File: src/rtl/bcd_seq_converter_pkg.sv
// Shared definitions for the sequential binary-to-BCD converter.
//   state_t     : controller states (IDLE, SHIFT, DONE)
//   DIGIT_W     : bits per packed BCD digit
//   ADD3_THRESH : a digit at or above this value is corrected before a shift
//   ADD3_VAL    : correction added so the doubled digit carries at 10, not 16
package bcd_pkg;

    typedef enum logic [1:0] {
        IDLE  = 2'd0,
        SHIFT = 2'd1,
        DONE  = 2'd2
    } state_t;

    localparam int DIGIT_W     = 4;
    localparam int ADD3_THRESH = 5;
    localparam int ADD3_VAL    = 3;

endpackage

File: src/rtl/bcd_seq_converter_if.sv
// Handshake bundle for bcd_seq_converter.
//   in_valid/in_ready/bin        : binary operand channel (producer -> converter)
//   out_valid/out_ready/bcd/ovf  : result channel (converter -> consumer)
// master : the side that drives operands and accepts results
// slave  : the converter itself
interface bcd_seq_converter_if #(
    parameter int WIDTH  = 8,
    parameter int DIGITS = 3
);
    logic                  in_valid;
    logic                  in_ready;
    logic [WIDTH-1:0]      bin;
    logic                  out_valid;
    logic                  out_ready;
    logic [4*DIGITS-1:0]   bcd;
    logic                  ovf;

    modport master (
        output in_valid, bin, out_ready,
        input  in_ready, out_valid, bcd, ovf
    );

    modport slave (
        input  in_valid, bin, out_ready,
        output in_ready, out_valid, bcd, ovf
    );
endinterface

File: src/rtl/bcd_seq_converter_add3.sv
// bcd_add3_digit: combinational double-dabble correction for one BCD digit.
//   digit_in  : accumulator digit before the shift
//   digit_out : digit_in + 3 when digit_in >= 5, otherwise digit_in unchanged
import bcd_pkg::*;

module bcd_add3_digit (
    input  logic [DIGIT_W-1:0] digit_in,
    output logic [DIGIT_W-1:0] digit_out
);
    always_comb begin
        digit_out = digit_in;
        if (digit_in >= DIGIT_W'(ADD3_THRESH)) begin
            digit_out = digit_in + DIGIT_W'(ADD3_VAL);
        end
    end
endmodule

File: src/rtl/bcd_seq_converter.sv
// bcd_seq_converter: iterative binary-to-BCD converter, one bit per clock.
//   clk  : clock, all logic on the rising edge
//   rst  : synchronous active-high reset
//   io   : slave side of bcd_seq_converter_if
//          (in_valid/in_ready/bin operand channel, out_valid/out_ready/bcd/ovf
//           result channel; bcd is packed, digit 0 in [3:0])
//   busy : high while a conversion is in progress or its result is pending
// An accepted operand takes WIDTH SHIFT cycles, then the result is held in DONE
// until the consumer takes it. ovf flags values >= 10^DIGITS; in that case bcd
// holds the value modulo 10^DIGITS.
import bcd_pkg::*;

module bcd_seq_converter #(
    parameter int WIDTH  = 8,
    parameter int DIGITS = 3
) (
    input  logic                 clk,
    input  logic                 rst,
    bcd_seq_converter_if.slave   io,
    output logic                 busy
);
    localparam int ACC_W = DIGIT_W * DIGITS;
    localparam int CNT_W = $clog2(WIDTH + 1);

    state_t              state_reg;
    logic [ACC_W-1:0]    acc_reg;
    logic [WIDTH-1:0]    bin_reg;
    logic [CNT_W-1:0]    cnt_reg;
    logic                sticky_reg;
    logic [ACC_W-1:0]    bcd_reg;
    logic                ovf_reg;
    logic                in_ready_reg;
    logic                out_valid_reg;
    logic                busy_reg;

    logic [ACC_W-1:0]    acc_corr;
    logic [ACC_W-1:0]    acc_next;
    logic [WIDTH-1:0]    bin_next;
    logic                sticky_next;

    // Per-digit add-3 correction applied before every shift.
    generate
        for (genvar gi = 0; gi < DIGITS; gi++) begin : g_add3
            bcd_add3_digit u_add3 (
                .digit_in  (acc_reg[gi*DIGIT_W +: DIGIT_W]),
                .digit_out (acc_corr[gi*DIGIT_W +: DIGIT_W])
            );
        end
    endgenerate

    // One shift of {accumulator, binary}. The bit leaving the top digit is a
    // decimal carry past 10^DIGITS, so it is kept only in the sticky overflow.
    always_comb begin
        acc_next    = {acc_corr[ACC_W-2:0], bin_reg[WIDTH-1]};
        bin_next    = bin_reg << 1;
        sticky_next = sticky_reg | acc_corr[ACC_W-1];
    end

    always_ff @(posedge clk) begin
        if (rst) begin
            state_reg     <= IDLE;
            acc_reg       <= '0;
            bin_reg       <= '0;
            cnt_reg       <= '0;
            sticky_reg    <= 1'b0;
            bcd_reg       <= '0;
            ovf_reg       <= 1'b0;
            in_ready_reg  <= 1'b1;
            out_valid_reg <= 1'b0;
            busy_reg      <= 1'b0;
        end else begin
            case (state_reg)
                IDLE: begin
                    if (io.in_valid) begin
                        bin_reg      <= io.bin;
                        acc_reg      <= '0;
                        sticky_reg   <= 1'b0;
                        cnt_reg      <= CNT_W'(WIDTH);
                        state_reg    <= SHIFT;
                        in_ready_reg <= 1'b0;
                        busy_reg     <= 1'b1;
                    end
                end
                SHIFT: begin
                    acc_reg    <= acc_next;
                    bin_reg    <= bin_next;
                    sticky_reg <= sticky_next;
                    cnt_reg    <= cnt_reg - CNT_W'(1);
                    // count==1 means this edge performs the final iteration.
                    if (cnt_reg == CNT_W'(1)) begin
                        state_reg     <= DONE;
                        bcd_reg       <= acc_next;
                        ovf_reg       <= sticky_next;
                        out_valid_reg <= 1'b1;
                    end
                end
                DONE: begin
                    if (io.out_ready) begin
                        state_reg     <= IDLE;
                        out_valid_reg <= 1'b0;
                        busy_reg      <= 1'b0;
                        in_ready_reg  <= 1'b1;
                    end
                end
                default: begin
                    state_reg     <= IDLE;
                    out_valid_reg <= 1'b0;
                    busy_reg      <= 1'b0;
                    in_ready_reg  <= 1'b1;
                end
            endcase
        end
    end

    assign io.in_ready  = in_ready_reg;
    assign io.out_valid = out_valid_reg;
    assign io.bcd       = bcd_reg;
    assign io.ovf       = ovf_reg;
    assign busy         = busy_reg;

endmodule

File: src/flat_wrapper.sv
// flat-port wrapper written by rule: the top's interface ports become plain ports
module bcd_seq_converter_flat 
#(
    parameter int WIDTH  = 8,
    parameter int DIGITS = 3
)
  (clk, rst, busy, io_in_valid, io_bin, io_out_ready, io_in_ready, io_out_valid, io_bcd, io_ovf);
  bcd_seq_converter_if #(.WIDTH(WIDTH), .DIGITS(DIGITS)) io_i ();
  input  logic clk;
  input  logic rst;
  output logic busy;
  input wire logic [$bits(io_i.in_valid)-1:0] io_in_valid;
  input wire logic [$bits(io_i.bin)-1:0] io_bin;
  input wire logic [$bits(io_i.out_ready)-1:0] io_out_ready;
  output wire logic [$bits(io_i.in_ready)-1:0] io_in_ready;
  output wire logic [$bits(io_i.out_valid)-1:0] io_out_valid;
  output wire logic [$bits(io_i.bcd)-1:0] io_bcd;
  output wire logic [$bits(io_i.ovf)-1:0] io_ovf;
  assign io_i.in_valid = io_in_valid;
  assign io_i.bin = io_bin;
  assign io_i.out_ready = io_out_ready;
  assign io_in_ready = io_i.in_ready;
  assign io_out_valid = io_i.out_valid;
  assign io_bcd = io_i.bcd;
  assign io_ovf = io_i.ovf;
  bcd_seq_converter #(.WIDTH(WIDTH), .DIGITS(DIGITS)) u_core (.clk(clk), .rst(rst), .io(io_i), .busy(busy));
endmodule
File: config.mk
export PLATFORM = sky130hd
export DESIGN_NAME = bcd_seq_converter_flat
export DESIGN_NICKNAME = d
export VERILOG_FILES = /design/src/rtl/bcd_seq_converter_pkg.sv /design/src/rtl/bcd_seq_converter_if.sv /design/src/rtl/bcd_seq_converter_add3.sv /design/src/rtl/bcd_seq_converter.sv /design/src/flat_wrapper.sv
export SDC_FILE = /design/constraint.sdc
export NUM_CORES = 1
export LEC_CHECK = 0
export BUFFER_PORTS_ARGS = -buffer_cell sky130_fd_sc_hd__buf_2
export CAP_MARGIN = 20
export CORE_MARGIN = 2
export CORE_UTILIZATION = 50
export DETAILED_ROUTE_END_ITERATION = 16
export GPL_ROUTABILITY_DRIVEN = 0
export PLACE_DENSITY_LB_ADDON = 0.1
export SLEW_MARGIN = 10
export SYNTH_ARGS = -nofsm -noshare
export SYNTH_HDL_FRONTEND = slang
export SYNTH_HIERARCHICAL = 1
export SYNTH_SLANG_ARGS = --single-unit
File: constraint.sdc
create_clock -name clk -period 1.7 [get_ports clk]
set_input_delay 0.085 -clock clk [delete_from_list [all_inputs] [get_ports clk]]
set_output_delay 0.085 -clock clk [all_outputs]
set_load 0.02 [all_outputs]
* After elaboration in Yosys (flattened, before gate mapping)
Cells that the tools add are included.
** Storage, ports and cells
- Input bits :: 12
- Output and inout bits :: 16
- Logic and storage cells :: 55
- Register bits after elaboration :: 43
** Operators by class
- Reductions and logical operators :: 7
- $add $sub $neg :: 4
- Order comparisons :: 3
- Muxes and demuxes :: 22
- Equality and inequality tests :: 6
- Bitwise gates (word level) :: 3
** Operators by type and width (count)
- 12-bit one-hot mux with 2 select lines :: 1
- 4-bit two-way mux :: 4
- 8-bit one-hot mux with 2 select lines :: 1
- 4-bit by 2-bit adder with 4-bit output (second input constant) :: 3
- 4-bit by 3-bit >= comparator with 1-bit output (second input constant) :: 3
- 12-bit two-way mux :: 1
- 1-bit one-hot mux with 3 select lines :: 3
- 3-bit AND reduction :: 3
- 8-bit two-way mux :: 1
- 4-bit one-hot mux with 2 select lines :: 1
- 2-bit two-way mux :: 3
- 2-bit one-hot mux with 3 select lines :: 1
- 1-bit two-way mux :: 5
- 4-bit by 1-bit equality test with 1-bit output (second input constant) :: 1
- 2-bit != test (second input constant) :: 2
- 2-bit AND reduction :: 2
- 4-bit by 1-bit subtractor with 4-bit output (second input constant) :: 1
- 2-bit by 1-bit equality test with 1-bit output (second input constant) :: 1
- 2-bit equality test (second input constant) :: 1
- 2-bit logical NOT :: 1
- 2-bit by 1-bit != test with 1-bit output (second input constant) :: 1
- 1-bit NOT :: 2
- 1-bit one-hot mux with 2 select lines :: 1
- 2-bit nonzero test :: 1
- 1-bit bitwise OR :: 1

* Longest topological paths before layout
- Depth after elaboration :: 4
- Gate-level depth with buffers :: 8
- Gate-level depth less buffers :: 8

* Hierarchy
The synthesis kept the hierarchy.
** By module, submodules not included
- bcd_seq_converter :: times used 1, area an instance 1854.3 µm², cells an instance 204, seq. area each 860.8 µm²
- bcd_add3_digit :: times used 3, area an instance 101.3 µm², cells an instance 16, seq. area each 0.0 µm²

* Worst setup path after synthesis
OpenSTA, ideal clock, no wires.
- Kind :: reg2reg
- From :: reg u_core.acc_reg[1]
- To :: reg u_core.bcd_reg[2] (netlist: u_core/io.bcd[2])
- Required time :: 1631 ps
- Setup slack :: 354 ps
- Buffers on the path :: 0
- Clock period less this slack :: 1346 ps
- Setup time :: 69 ps
- Cell stages (with the launch flop) :: 8
- Arrival :: 1277 ps
- Path through :: dfxtp_1 inv_1 ha_1 nand2b_1 a21oi_2 mux2i_1 nand4b_1 o21ai_1
** Between the ends
- Longest elaborated chain between the ends :: 2
- Elaborated cells on any way between the ends :: 3
- Those cells by class :: 1 x add/sub; 1 x order compare; 1 x mux
** Ends and longest elaborated chain
- start: declaration :: line bcd_seq_converter.sv:26 : logic [ACC_W-1:0] acc_reg;
- start signal: assignment :: line bcd_seq_converter.sv:85 : acc_reg <= acc_next;
- 4-bit by 2-bit adder with 4-bit output / 4-bit by 3-bit >= comparator with 1-bit output (equally long branches) :: line bcd_seq_converter_add3.sv:13, bcd_seq_converter_add3.sv:12
- 4-bit two-way mux * :: line bcd_seq_converter_add3.sv:12 : if (digit_in >= DIGIT_W'(ADD3_THRESH)) begin
- net u_core.acc_corr[1] :: line bcd_seq_converter.sv:36 : logic [ACC_W-1:0] acc_corr;
- end signal: assignment :: line bcd_seq_converter.sv:92 : bcd_reg <= acc_next;
- end: declaration :: line bcd_seq_converter.sv:30 : logic [ACC_W-1:0] bcd_reg;
The timed path passes the listed nets; every way through them passes the cells marked *.
A chain may end at the register's enable or synchronous reset.

* Final worst setup path
- From :: reg u_core.acc_reg[9]
- To :: reg u_core.bcd_reg[10] (netlist: u_core/io.bcd[10])
Same word-level chain as after synthesis.

==> metrics.yaml <==
grt_pass1_wl_microns: 6980
drv_cap: 0
synth_cell_types: 35
synth_nets: 272
r2r-end: "u_core/io.bcd[10]$_SDFFE_PP0P_"
vias: 1758
holdPathEnd: "u_core/state_reg[1]$_SDFFE_PP0P_"
combPwrFrac: 0.128
min_path_type: "in -> reg"
root_buffer: "clkbuf_8"
die-area_sq_mm: 0.00486
ir_worst_vdd_uv: 410
criticalPathCategory: "reg -> reg"
r2r-start: "u_core/acc_reg[9]$_SDFFE_PP0P_"
dr.pass1.iters: 6
synth_warnings: 6
setup_tns_ns: 0
drc_errors: 0
wl_microns: 4160
start_util: 0.528
power_density_mw_per_mm2: 823
multi_input_area_sq_mm: 0.00116
io_pins: 28
layout.nets: 298
hold_viol: 0
hpwl_microns: 2690
leakage_nw: 0.991
busiest_layer: "met2"
core_sq_mm: 0.00409
end_kind: "flip-flop"
die-height_microns: 69.7
fin_util: 0.594
synth-seq-cells: 43
tightest_slew_ns: 0.314
p_int_mw: 1.48
grt_util_met2: 0.252
cp_slowest_cell: "dfxtp_1"
cpPeakStageDelay_ns: 0.36
drtAntennaViolNets: 0
power.total_mw: 2.00
status: "finished clean"
yosysSeqAreaShare: 0.399
clock_latency_ns: 0.30
path_cells: "inv_1 > ha_1 > nand2b_1 > a21oi_2 > mux2i_1 > nand4b_1 > o21ai_0"
fp-row-count: 23
wl_per_cell_microns: 12.7
cp.arrival_ns: 1.73
setup_viol: 0
power_switching_share: 0.260
synth_top_cell_by_area: "dfxtp_1"
hold-worst-slack_ns: 0.0473
min_path_cells: 4
hold_buffers: 0
worstPathMaxFanout: 3
startpoint_type: "flip-flop"
syn_area_per_cell_sq_um: 8.56
antenna_cells: 0
syn_to_final_growth_pct: 12.4
cts_tree: "yes"
cts_buffers: 5
clkPwrFrac: 0.335
grt_overflow: 0
p_sw_mw: 0.518
path_depth: 7
grtUsageMet1: 0.248
drtIter0Drc: 95
met3_usage: 0.0538
netlist_area_sq_mm: 0.00216
min-delay-start: "io_out_ready"
cts_buffer_depth: 2
dieWidth_microns: 69.7
r2r_setup_slack_ns: 0.20
seqPwrFrac: 0.537
htreeDepth: 2
slew_viol_final: 0
rsz0062_at_grt: "no"
io_buffers: 27
grt_max_degree: 56
antenna_found_initial: 0
synth_area_leaders: "dfxtp_1, nand2b_1, nor2_1, nand4b_1, ha_1"
crit_buf_inv: 1
crit_required_ns: 1.93
fin_worst_skew_ns: 0.00486
cts_resized: 0
first_global_vias: 1488
reg2regPathDepth: 7
period_share: 0.880
layout-drive-gt1-share: 0.194
max_freq_ghz: 0.668
layout_min_cycle_time_ns: 1.50
post-cts-setup-buffers: 0
path_delay_family: "flip-flops"
ff_latch_area_sq_um: 861
clk_pin_slew_ns: 0.08
postSynthCellCount: 252
grt.total_usage: 0.176
clock_sinks: 43
yosysTopAreaCellShare: 0.399
fillers: 381
via_per_inst: 5.36
slew_headroom: 0.790
-- worst max path at each step --
stage                                               from                              to  slack, ns
after floorplan           u_core/acc_reg[1]$_SDFFE_PP0P_   u_core/io.bcd[2]$_SDFFE_PP0P_       0.35
after global placement    u_core/acc_reg[1]$_SDFFE_PP0P_   u_core/io.bcd[2]$_SDFFE_PP0P_       0.24
after detailed placement  u_core/acc_reg[1]$_SDFFE_PP0P_   u_core/io.bcd[2]$_SDFFE_PP0P_       0.23
after CTS                 u_core/acc_reg[1]$_SDFFE_PP0P_   u_core/io.bcd[2]$_SDFFE_PP0P_       0.21
after global routing      u_core/acc_reg[1]$_SDFFE_PP0P_  u_core/acc_reg[2]$_SDFFE_PP0P_       0.03
final                     u_core/acc_reg[9]$_SDFFE_PP0P_  u_core/io.bcd[10]$_SDFFE_PP0P_       0.20
-- cell type report --
cell class | instances | share of cell area
Multi-Input combinational cell | 182 | 0.479
Sequential cell | 43 | 0.355
Inverter | 10 | 0.0155
Timing Repair Buffer | 36 | 0.0887
Clock inverter | 1 | 0.00206
Clock buffer | 6 | 0.0340
Tap cell | 50 | 0.0258
-- worst register-to-register path, stage by stage, from the launching register on --
cell and delay [ns]:
dfxtp_1 0.36, inv_1 0.08, ha_1 0.17, nand2b_1 0.17
a21oi_2 0.20, mux2i_1 0.27, nand4b_1 0.12, o21ai_0 0.07
-- kinds of logic (layout without fill, tap and decap cells) --
logic type | Yosys count | in the layout | share of synthesized area
fa+ha+maj | 8 | 8 | 0.0464
buf+inv | 27 | 53 | 0.0626
mux | 5 | 5 | 0.0232
compound gates | 58 | 58 | 0.169
xor+xnor | 3 | 3 | 0.0122
simple gates | 108 | 108 | 0.288
flops | 43 | 43 | 0.399
-- synth_stat cells --
master / instances
dfxtp_1: 43
nor2_1: 28
nand2b_1: 27
nand2_1: 17
o21ai_0: 17
a21oi_1: 13
a22oi_1: 13
nand4b_1: 12
inv_1: 10
ha_1: 8
nor3_1: 8
clkbuf_1: 6
buf_2: 5
mux2i_1: 5
or3b_1: 5
o21ai_1: 4
a21oi_2: 3
buf_4: 3
nand3b_1: 3
xnor2_1: 3
a211oi_1: 2
buf_6: 2
nor2b_1: 2
or3b_2: 2
a211oi_2: 1
a21o_1: 1
a31oi_1: 1
and2_2: 1
clkbuf_2: 1
nor2b_2: 1
nor3b_1: 1
nor3b_4: 1
o21ba_2: 1
o21bai_1: 1
o21bai_2: 1
-- metrics by stage --
stage               worst slack (ns)  cell area, sq um  instances
floorplan                      0.354              2160        252
global placement               0.242              2340        321
detailed placement             0.227              2340        321
CTS                            0.210              2430        328
global route                  0.0329              2430        328
finish                         0.203              2430        328
-- power groups by stage --
stage	logic, mW	clock network (mW)	registers (mW)
after floorplan	0.190	0	1.10
final	0.256	0.668	1.07
after CTS	0.257	0.687	1.07
after global routing	0.288	0.729	1.08
after detailed placement	0.256	0	1.10
after global placement	0.253	0	1.10
-- per-layer routing --
layer | vias to the layer above | wire, microns
met5 | - | 0
met4 | 0 | 59
met3 | 7 | 177
met2 | 32 | 1780
met1 | 807 | 2140
li1 | 912 | -
-- layout by cell type, fill, tap and decap left out, drive strengths merged --
cell type and n:
xnor2 3, inv 10, o21ai 21, o21ba 1, nand2b 27, nand4b 12, a21o 1, clkinv 1
nor2b 3, nand2 17, clkbuf 6, a31oi 1, buf 36, a22oi 13, mux2i 5, nor3b 2
nor3 8, nand3b 3, o21bai 2, or3b 7, nor2 28, dfxtp 43, ha 8, a21oi 16
and2 1, a211oi 3
(Power assumes the default switching activity.)
